===== src/rtl/hot_query_scheduler.sv =====
// Epoch/software-triggered query sequencer for two hot-page tracker channels.
// Issues one lock-step query, collects both top-5 lists, streams eligible entries.
module hot_query_scheduler #(
  parameter int ADDR_SIZE  = 28,
  parameter int CNT_SIZE   = 13,
  parameter int CMD_WIDTH  = 4,
  parameter int EPOCH_BITS = 32,
  parameter int TIMEOUT    = 4096
) (
  input  logic                    clk,
  input  logic                    rstn,
  input  logic                    cfg_enable,
  input  logic [EPOCH_BITS-1:0]   cfg_epoch,
  input  logic [CNT_SIZE-1:0]     cfg_threshold,
  input  logic [2:0]              cfg_num_mig,
  input  logic                    sw_trigger,
  output logic                    query_en,
  output logic [CMD_WIDTH-1:0]    query_cmd,
  input  logic                    t0_query_ready,
  input  logic                    t1_query_ready,
  output logic                    both_query_ready,
  output logic [2:0]              num_mig,
  input  logic                    t0_mig_en,
  input  logic                    t1_mig_en,
  input  logic [5*ADDR_SIZE-1:0]  t0_top_addr,
  input  logic [5*ADDR_SIZE-1:0]  t1_top_addr,
  input  logic [5*CNT_SIZE-1:0]   t0_top_cnt,
  input  logic [5*CNT_SIZE-1:0]   t1_top_cnt,
  output logic                    mig_valid,
  input  logic                    mig_ready,
  output logic [ADDR_SIZE-1:0]    mig_addr,
  output logic [CNT_SIZE-1:0]     mig_cnt,
  output logic                    mig_src,
  output logic                    busy,
  output logic                    epoch_done,
  output logic                    err_timeout
);

  localparam int WAIT_W = (TIMEOUT > 2) ? $clog2(TIMEOUT) : 1;
  localparam logic [CMD_WIDTH-1:0] QUERY_TOP = CMD_WIDTH'(1);

  typedef enum logic [2:0] {
    S_IDLE, S_ISSUE, S_WAIT, S_SCAN, S_EMIT, S_DONE
  } state_t;

  state_t                  r_state;
  logic [EPOCH_BITS-1:0]   r_epochCnt;
  logic                    r_pending;
  logic                    r_got0;
  logic                    r_got1;
  logic [WAIT_W-1:0]       r_waitCnt;
  logic [3:0]              r_idx;
  logic [5*ADDR_SIZE-1:0]  r_t0Addr;
  logic [5*ADDR_SIZE-1:0]  r_t1Addr;
  logic [5*CNT_SIZE-1:0]   r_t0Cnt;
  logic [5*CNT_SIZE-1:0]   r_t1Cnt;

  logic                    w_epochRun;
  logic                    w_fire;
  logic                    w_trig;
  logic                    w_hs;
  logic [2:0]              w_clampN;
  logic [3:0]              w_twoN;
  logic                    w_fromT1;
  logic [2:0]              w_entry;
  logic [ADDR_SIZE-1:0]    w_selAddr;
  logic [CNT_SIZE-1:0]     w_selCnt;
  logic                    w_eligible;

  assign both_query_ready = t0_query_ready & t1_query_ready;
  assign w_epochRun = cfg_enable & (cfg_epoch != '0);
  assign w_fire     = w_epochRun & (r_epochCnt >= (cfg_epoch - EPOCH_BITS'(1)));
  assign w_trig     = w_fire | sw_trigger;
  assign w_hs       = query_en & t0_query_ready & t1_query_ready;
  assign w_clampN   = (cfg_num_mig > 3'd5) ? 3'd5 : cfg_num_mig;
  assign w_twoN     = {num_mig, 1'b0};

  // Epoch counter is held at zero whenever periodic triggering is off.
  always_ff @(posedge clk or negedge rstn) begin
    if (!rstn) begin
      r_epochCnt <= '0;
    end else if (!w_epochRun || w_fire) begin
      r_epochCnt <= '0;
    end else begin
      r_epochCnt <= r_epochCnt + EPOCH_BITS'(1);
    end
  end

  // Scan index walks t0 entries 0..n-1, then t1 entries 0..n-1.
  always_comb begin
    w_fromT1  = 1'b0;
    w_entry   = r_idx[2:0];
    w_selAddr = '0;
    w_selCnt  = '0;
    if (r_idx >= {1'b0, num_mig}) begin
      w_fromT1 = 1'b1;
      w_entry  = 3'(r_idx - {1'b0, num_mig});
    end
    for (int k = 0; k < 5; k++) begin
      if (w_entry == 3'(k)) begin
        w_selAddr = w_fromT1 ? r_t1Addr[k*ADDR_SIZE +: ADDR_SIZE] : r_t0Addr[k*ADDR_SIZE +: ADDR_SIZE];
        w_selCnt  = w_fromT1 ? r_t1Cnt[k*CNT_SIZE +: CNT_SIZE]    : r_t0Cnt[k*CNT_SIZE +: CNT_SIZE];
      end
    end
  end

  assign w_eligible = (w_selCnt >= cfg_threshold) && (w_selCnt != '0);

  always_ff @(posedge clk or negedge rstn) begin
    if (!rstn) begin
      r_state     <= S_IDLE;
      r_pending   <= 1'b0;
      r_got0      <= 1'b0;
      r_got1      <= 1'b0;
      r_waitCnt   <= '0;
      r_idx       <= '0;
      r_t0Addr    <= '0;
      r_t1Addr    <= '0;
      r_t0Cnt     <= '0;
      r_t1Cnt     <= '0;
      query_en    <= 1'b0;
      query_cmd   <= '0;
      num_mig     <= '0;
      mig_valid   <= 1'b0;
      mig_addr    <= '0;
      mig_cnt     <= '0;
      mig_src     <= 1'b0;
      busy        <= 1'b0;
      epoch_done  <= 1'b0;
      err_timeout <= 1'b0;
    end else begin
      epoch_done <= 1'b0;
      if (w_trig && (r_state != S_IDLE)) begin
        r_pending <= 1'b1;
      end
      case (r_state)
        S_IDLE: begin
          if (cfg_enable && (r_pending || w_trig)) begin
            num_mig   <= w_clampN;
            r_pending <= 1'b0;
            query_en  <= 1'b1;
            query_cmd <= QUERY_TOP;
            busy      <= 1'b1;
            r_state   <= S_ISSUE;
          end
        end
        S_ISSUE: begin
          if (w_hs) begin
            query_en  <= 1'b0;
            query_cmd <= '0;
            r_waitCnt <= '0;
            r_state   <= S_WAIT;
          end
        end
        S_WAIT: begin
          if (t0_mig_en) begin
            r_t0Addr <= t0_top_addr;
            r_t0Cnt  <= t0_top_cnt;
            r_got0   <= 1'b1;
          end
          if (t1_mig_en) begin
            r_t1Addr <= t1_top_addr;
            r_t1Cnt  <= t1_top_cnt;
            r_got1   <= 1'b1;
          end
          // A capture in this very cycle counts, so SCAN follows the later capture directly.
          if ((r_got0 || t0_mig_en) && (r_got1 || t1_mig_en)) begin
            r_idx   <= '0;
            r_state <= S_SCAN;
          end else if (r_waitCnt == WAIT_W'(TIMEOUT - 1)) begin
            err_timeout <= 1'b1;
            epoch_done  <= 1'b1;
            r_state     <= S_DONE;
          end else begin
            r_waitCnt <= r_waitCnt + WAIT_W'(1);
          end
        end
        S_SCAN: begin
          if (r_idx == w_twoN) begin
            epoch_done <= 1'b1;
            r_state    <= S_DONE;
          end else if (w_eligible) begin
            mig_addr  <= w_selAddr;
            mig_cnt   <= w_selCnt;
            mig_src   <= w_fromT1;
            mig_valid <= 1'b1;
            r_state   <= S_EMIT;
          end else begin
            r_idx <= r_idx + 4'd1;
          end
        end
        S_EMIT: begin
          if (mig_ready) begin
            mig_valid <= 1'b0;
            r_idx     <= r_idx + 4'd1;
            r_state   <= S_SCAN;
          end
        end
        S_DONE: begin
          r_got0  <= 1'b0;
          r_got1  <= 1'b0;
          busy    <= 1'b0;
          r_state <= S_IDLE;
        end
        default: r_state <= S_IDLE;
      endcase
    end
  end

endmodule


===== config.mk =====
export PLATFORM = sky130hd
export DESIGN_NAME = hot_query_scheduler
export DESIGN_NICKNAME = d
export VERILOG_FILES = /design/src/rtl/hot_query_scheduler.sv
export SDC_FILE = /design/constraint.sdc
export NUM_CORES = 1
export LEC_CHECK = 0
export ABC_CLOCK_PERIOD_IN_PS = 5430
export CAP_MARGIN = 20
export CORE_MARGIN = 10
export CORE_UTILIZATION = 25
export CTS_BUF_LIST = sky130_fd_sc_hd__clkbuf_8
export CTS_CLUSTER_DIAMETER = 150
export DETAILED_ROUTE_END_ITERATION = 8
export GPL_TIMING_DRIVEN = 0
export PLACE_DENSITY = 0.52
export SKIP_CTS_REPAIR_TIMING = 1
export SLEW_MARGIN = 25
export SYNTH_ARGS = -nofsm -noshare
export SYNTH_HDL_FRONTEND = slang
export SYNTH_SLANG_ARGS = --single-unit
export TNS_END_PERCENT = 30

===== constraint.sdc =====
create_clock -name clk -period 5.43 [get_ports clk]
set_input_delay 0.8145 -clock clk [delete_from_list [all_inputs] [get_ports clk]]
set_output_delay 0.8145 -clock clk [all_outputs]
set_load 0.02 [all_outputs]

* After elaboration in Yosys (flattened, before gate mapping)
Cells that the tools add are included.
** Storage, ports and cells
- Input bits :: 467
- Register bits after elaboration :: 518
- Logic and storage cells :: 158
** Operators by class
- Reductions and logical operators :: 33
- Equal/unequal tests :: 24
- Bitwise operators :: 8
- $lt $le $gt $ge :: 4
- Multiplexer cells :: 63
- Add/subtract/negate cells :: 5
** Operator list (count)
- 28-bit 2-to-1 mux :: 10
- 13-bit 2-to-1 mux :: 10
- 12-bit 2-to-1 mux :: 3
- 32-bit by 1-bit adder with 32-bit output (second input constant) :: 1
- 32-bit greater-or-equal comparator :: 1
- 32-bit 2-to-1 mux :: 1
- 32-bit nonzero test :: 1
- 32-bit by 1-bit subtractor with 32-bit output (second input constant) :: 1
- 3-bit 2-to-1 mux :: 9
- 4-bit 2-to-1 mux :: 6
- 12-bit one-hot mux with 2 select lines :: 1
- 2-bit inequality test (second input constant) :: 11
- 3-bit one-hot mux with 5 select lines :: 1
- 1-bit 2-to-1 mux :: 14
- 13-bit greater-or-equal comparator :: 1
- 13-bit nonzero test :: 1
- 12-bit by 1-bit adder with 12-bit output (second input constant) :: 1
- 12-bit == test (second input constant) :: 1
- 3-bit by 2-bit == test with 1-bit output (second input constant) :: 4
- 1-bit one-hot mux with 2 select lines :: 6
- 4-bit one-hot mux with 3 select lines :: 1
- 2-bit AND reduction :: 6
- 5-bit AND reduction :: 2
- 2-bit nonzero test :: 5
- 19 further kinds :: 39

* Longest topological paths before layout
Gate-level depths: netlist (run 1).
- Depth after elaboration :: 13
- Mapped depth :: 25

* Worst setup path before layout (run 1)
Ideal clock, no wire load.
- Kind :: flip-flop to flip-flop
- From :: register r_idx[1]
- To :: register mig_addr[14]
- Clock period less this slack :: 5.110 ns
- Path slack :: 0.320 ns
- Data arrival time :: 4.985 ns
- Buffers on the path :: 9
- Data required time :: 5.305 ns
- Stages on the path, launching flop included :: 26
- Setup time :: 0.125 ns
- Cell sequence :: dfrtp_1 > buf_6 > clkbuf_1 > inv_1 > fa_1 > a21bo_2 > a21oi_2 > buf_6 > buf_2 > buf_2 > buf_2 > buf_2 > buf_2 > mux2i_1 > o21ai_0 > ha_1 > nor2b_1 > o21ai_0 > nand2b_1 > a21oi_1 > o21ai_0 > a221oi_1 > a31o_2 > nor2_4 > buf_6 > mux2_4
** On the way
- Longest elaborated chain between the ends :: 11
- Elaborated cells between the ends (all ways) :: 35
- Classes of those cells :: 1 x add/sub; 2 x order compare; 5 x eq/ne; 22 x mux; 1 x bitwise; 4 x reduce/logical
** RTL lines
- from (decl) :: RTL line 52 : logic [3:0] r_idx;
- from (signal assigned) :: RTL line 189 : r_idx <= r_idx + 4'd1;
- from (signal assigned) :: RTL line 195 : r_idx <= r_idx + 4'd1;
- 4-bit by 3-bit greater-or-equal comparator with 1-bit output / 3-bit subtractor (equally long branches) :: RTL line 95, 97
- 3-bit 2-to-1 mux / 1-bit 2-to-1 mux (equally long branches) :: RTL line 95 : if (r_idx >= {1'b0, num_mig}) begin
- 3-bit logical NOT / 13-bit 2-to-1 mux (equally long branches) :: RTL line 100, 102
- 13-bit 2-to-1 mux (4 in series) :: RTL line 100 : if (w_entry == 3'(k)) begin
- 13-bit 2-to-1 mux (*) :: RTL line 100
- net w_selCnt[7] :: RTL line 67 : logic [CNT_SIZE-1:0] w_selCnt;
- 13-bit greater-or-equal comparator / 13-bit nonzero test (equally long branches) :: RTL line 107 : assign w_eligible = (w_selCnt >= cfg_threshold) && (w_selCnt != '0);
- 1-bit logical AND (*) :: RTL line 107
- 3-bit AND reduction (no line) (*)
- to (signal assigned) :: RTL line 183 : mig_addr <= w_selAddr;
- to (decl) :: RTL line 31 : output logic [ADDR_SIZE-1:0] mig_addr,
Mark *: on every way through the listed nets, which the timed path passes. The rest lies on a longest branch.
A chain may end at the register's enable or synchronous reset.

* Worst setup path after layout (run 1)
- From :: register r_idx[1]
- To :: register mig_addr[13]
Same word-level chain as after synthesis.

==> run_results.csv, run 1 <==
group,metric,value,unit
run_status,outcome,"complete, no violations",
synth,synthTopCellsByArea,"dfrtp_1, mux2_2, mux2i_1",
die,die_width,337.9,um
sta,relSlewSlack,32.55,%
worst_hold_path,whs_endpoint,"err_timeout",
synth,yosys.area.top_type_share,50.92,%
sta,rsz0062_at_grt,"yes",
global_routing,grt_usage,17.45,%
critical_path,critPathRequiredTime,6050,ps
final_layout,layout-drive-gt1-share,26.45,%
critical_path,start_kind,"flip-flop",
critical_path,rr_worst_depth,22,
routing,drt-initial-drc-count,1069,
final_layout,final_cell_area,35050,um2
placed_design,numPortBuffers,518,
sta,min_period_over_period,98.93,%
routing,antenna_left,0,
power,ir_drop,0.3528,mV
sta,worstMarginPinSlew,1012,ps
sta,period_minus_slack,5372,ps
routing,drcViolationCount,0,
clock_network,cts_max_path_buffers,3,
clock_network,cts-htree-levels,3,
final_layout,area_growth,38.75,%
global_routing,grt_max_degree,78,
placed_design,dpl_cell_area,32330,um2
synth,synth_area_leader_cell,"dfrtp_1",
die,start_util,25.22,%
clock_network,cts.clk_slew.worst_paths,60,ps
synth,async_flop_share,100.0,%
clock_network,cts_tree,"yes",
synth,netlist_area,25260,um2
power,p_per_area,712.0,nW/um2
sta,fin_setup_tns,0,ps
die,die_y,337.9,um
die,ios,522,
global_routing,antenna_found_initial,61,
routing,finalWirelength,102800,um
placed_design,gp_congestion,0.8438,
critical_path,worstReg2RegStart,"r_idx[1]",
synth,ys_types,88,
final_layout,n_fill_cell,10000,
global_routing,grt_pass1_wl,144100,um
synth,ys_seq_area_share,50.92,%
sta,hold_viol,0,
sta,slew_viol_final,0,
routing,route.met2.wl,48770,um
critical_path,critPathKind,"flip-flop to flip-flop",
routing,wire_per_inst,25.13,um
critical_path,endpoint_kind,"flip-flop",
critical_path,r2r_slack,60,ps
synth,ys_warn_count,0,
clock_network,clock_latency,750,ps
worst_hold_path,hp-class,"flip-flop to flip-flop",
worst_hold_path,whs_path_depth,1,
global_routing,grt_overflow_total,0,
clock_network,root_buffer,"clkbuf_8",
sta,timing.hold.ws,468.7,ps
sta,finClkSkew,42.62,ps
placed_design,dp_hpwl,79580,um
final_layout,multiInputGateArea,11990,um2
power,power,24960,uW
worst_hold_path,hold_start,"err_timeout",
synth,ys_ff_latch,514,
job,maxCapViolations,0,
die,rows,116,
routing,vias,19261,
die,core-area,100100,um2
synth,syn_avg_cell_area,12.38,um2
global_routing,grt_pass1_vias,20336,
final_layout,regArea,12870,um2
routing,via_per_inst,4.707,
routing,met1_length,42530,um
routing,dr_wl_met3,9119,um
final_layout,utilization,35.00,%
routing,firstDrtPassIters,6,
critical_path,worstPathMaxFanout,8,
synth,synth-edff-count,0,
die,dieArea,114200,um2
sta,fmax,0.1862,GHz
critical_path,worst_r2r_endpoint,"mig_addr[13]",
synth,syn_inst,2041,
sta,setup_viol,0,
power,p_leak,0.01519,uW
routing,top_layer_used,"met5",
final_layout,fin_nets,3226,
critical_path,arrival,5990,ps
clock_network,cts_buffers,98,
synth,synth_ff_type,"dfrtp_1",
clock_network,cts_num_sinks,514,
==> per-stage QoR <==
stage / std cells / setup WS, ps
after floorplan: 2043 / 319.8
after global placement: 3859 / -21630
after detailed placement: 3869 / -2289
after CTS: 4046 / -2278
after global routing: 4085 / -63.85
final: 4092 / 58.03
==> cells by family after synthesis <==
kind of cell	share of synthesized area, %
AO/OA/AOI/OAI	7.940
adder cells (fa/ha/maj)	2.655
XOR/XNOR	2.531
buffers and inverters	2.630
flip-flops	50.92
other	0.01484
multiplexers	26.29
AND/OR/NAND/NOR	7.023
==> critical path, cell delays in order (launching register included) <==
cell and delay, ps:
dfrtp_1 410, buf_6 140, buf_12 130, clkinv_8 40
fa_2 250, a21bo_4 260, a21oi_4 250, mux2_4 330
a222oi_1 810, o2111ai_2 340, ha_1 390, and3_1 180
nand3_2 80, nor3_2 40, o21ai_1 120, nand2b_1 80
a221oi_2 310, buf_4 210, a31o_4 140, nor2_4 50
buf_12 160, clkbuf_16 190, mux2_4 290
==> power breakdown <==
group          total (uW)  internal (uW)  switching, uW
Clock                3890           2110           1790
Combinational       14500           6500           7950
Sequential           6610           5630            983
==> worst max-delay path by stage <==
stage / slack [ps] / start / endpoint
after floorplan: 320 / r_idx[1] / mig_addr[14]
after global placement: -21630 / rstn / r_epochCnt[20]
after detailed placement: -2290 / r_idx[1] / mig_addr[6]
after CTS: -2280 / r_idx[1] / mig_addr[9]
after global routing: -60 / r_idx[1] / mig_addr[13]
final: 60 / r_idx[1] / mig_addr[13]
==> layer usage <==
metal  vias up  global-route usage [%]
met5         -                       0
met4        86                   3.622
met3       204                   7.068
met2       587                   29.04
met1      9574                   21.05
li1       8810                       -
==> synthesized netlist by cell type, types with 7 or more instances <==
cell	instances
a21o_1	18
ha_1	52
buf_2	13
a211o_1	30
nand4_1	21
inv_1	32
mux2_4	39
mux2_2	415
xor2_1	36
o21ai_0	31
xnor2_1	37
a21oi_1	66
buf_1	7
nand2_1	129
nand3_1	34
and3_1	19
nand2b_1	11
dfrtp_1	514
o22ai_1	63
clkbuf_1	80
o21a_1	7
mux2i_1	137
nor4_1	8
nor2_1	82
nor3_1	26
==> layout make-up <==
cell class                 instances  share of cell area [%]
antenna                           11                 0.07853
sequential                       514                   36.71
clock buffer                     121                   4.751
multi-input combinational       1381                   34.21
tap                             1298                   4.633
clock inverter                    56                  0.9174
timing repair buffer             563                   16.40
buffer                           115                   1.906
inverter                          33                  0.3998
==> layout by cell type, fill, tap and decap left out, types with 51 or more instances in the layout <==
cell / count
clkdlybuf4s50_1: 517
dfrtp_1: 511
mux2_2: 415
mux2i_1: 137
nand2_1: 129
clkbuf_8: 121
nor2_1: 81
inv_1: 70
clkbuf_1: 69
o22ai_1: 62
a21oi_1: 61
ha_1: 51
==> sequential cells by signal, indices dropped and copies added, names as in the netlist <==
signal / count
mig_valid: 1
r_t1Cnt: 65
num_mig: 3
r_got0: 1
r_idx: 4
epoch_done: 1
r_t1Addr: 140
r_pending: 1
r_t0Addr: 140
mig_addr: 28
mig_src: 1
mig_cnt: 13
err_timeout: 1
busy: 1
r_epochCnt: 32
query_cmd: 1
r_got1: 1
r_t0Cnt: 65
r_state: 3
r_waitCnt: 12
(Power assumes the default switching activity.)
==> run 2, diff against run 1 <==
--- a/config.mk
+++ b/config.mk
@@ -5,6 +5,7 @@
 export SDC_FILE = /design/constraint.sdc
 export NUM_CORES = 1
 export LEC_CHECK = 0
+export ABC_AREA = 0
 export ABC_CLOCK_PERIOD_IN_PS = 5430
 export CAP_MARGIN = 20
 export CORE_MARGIN = 10
==> results of run 2 <==
Same layout as run 1: the final DEF is identical, and so are final timing and power.
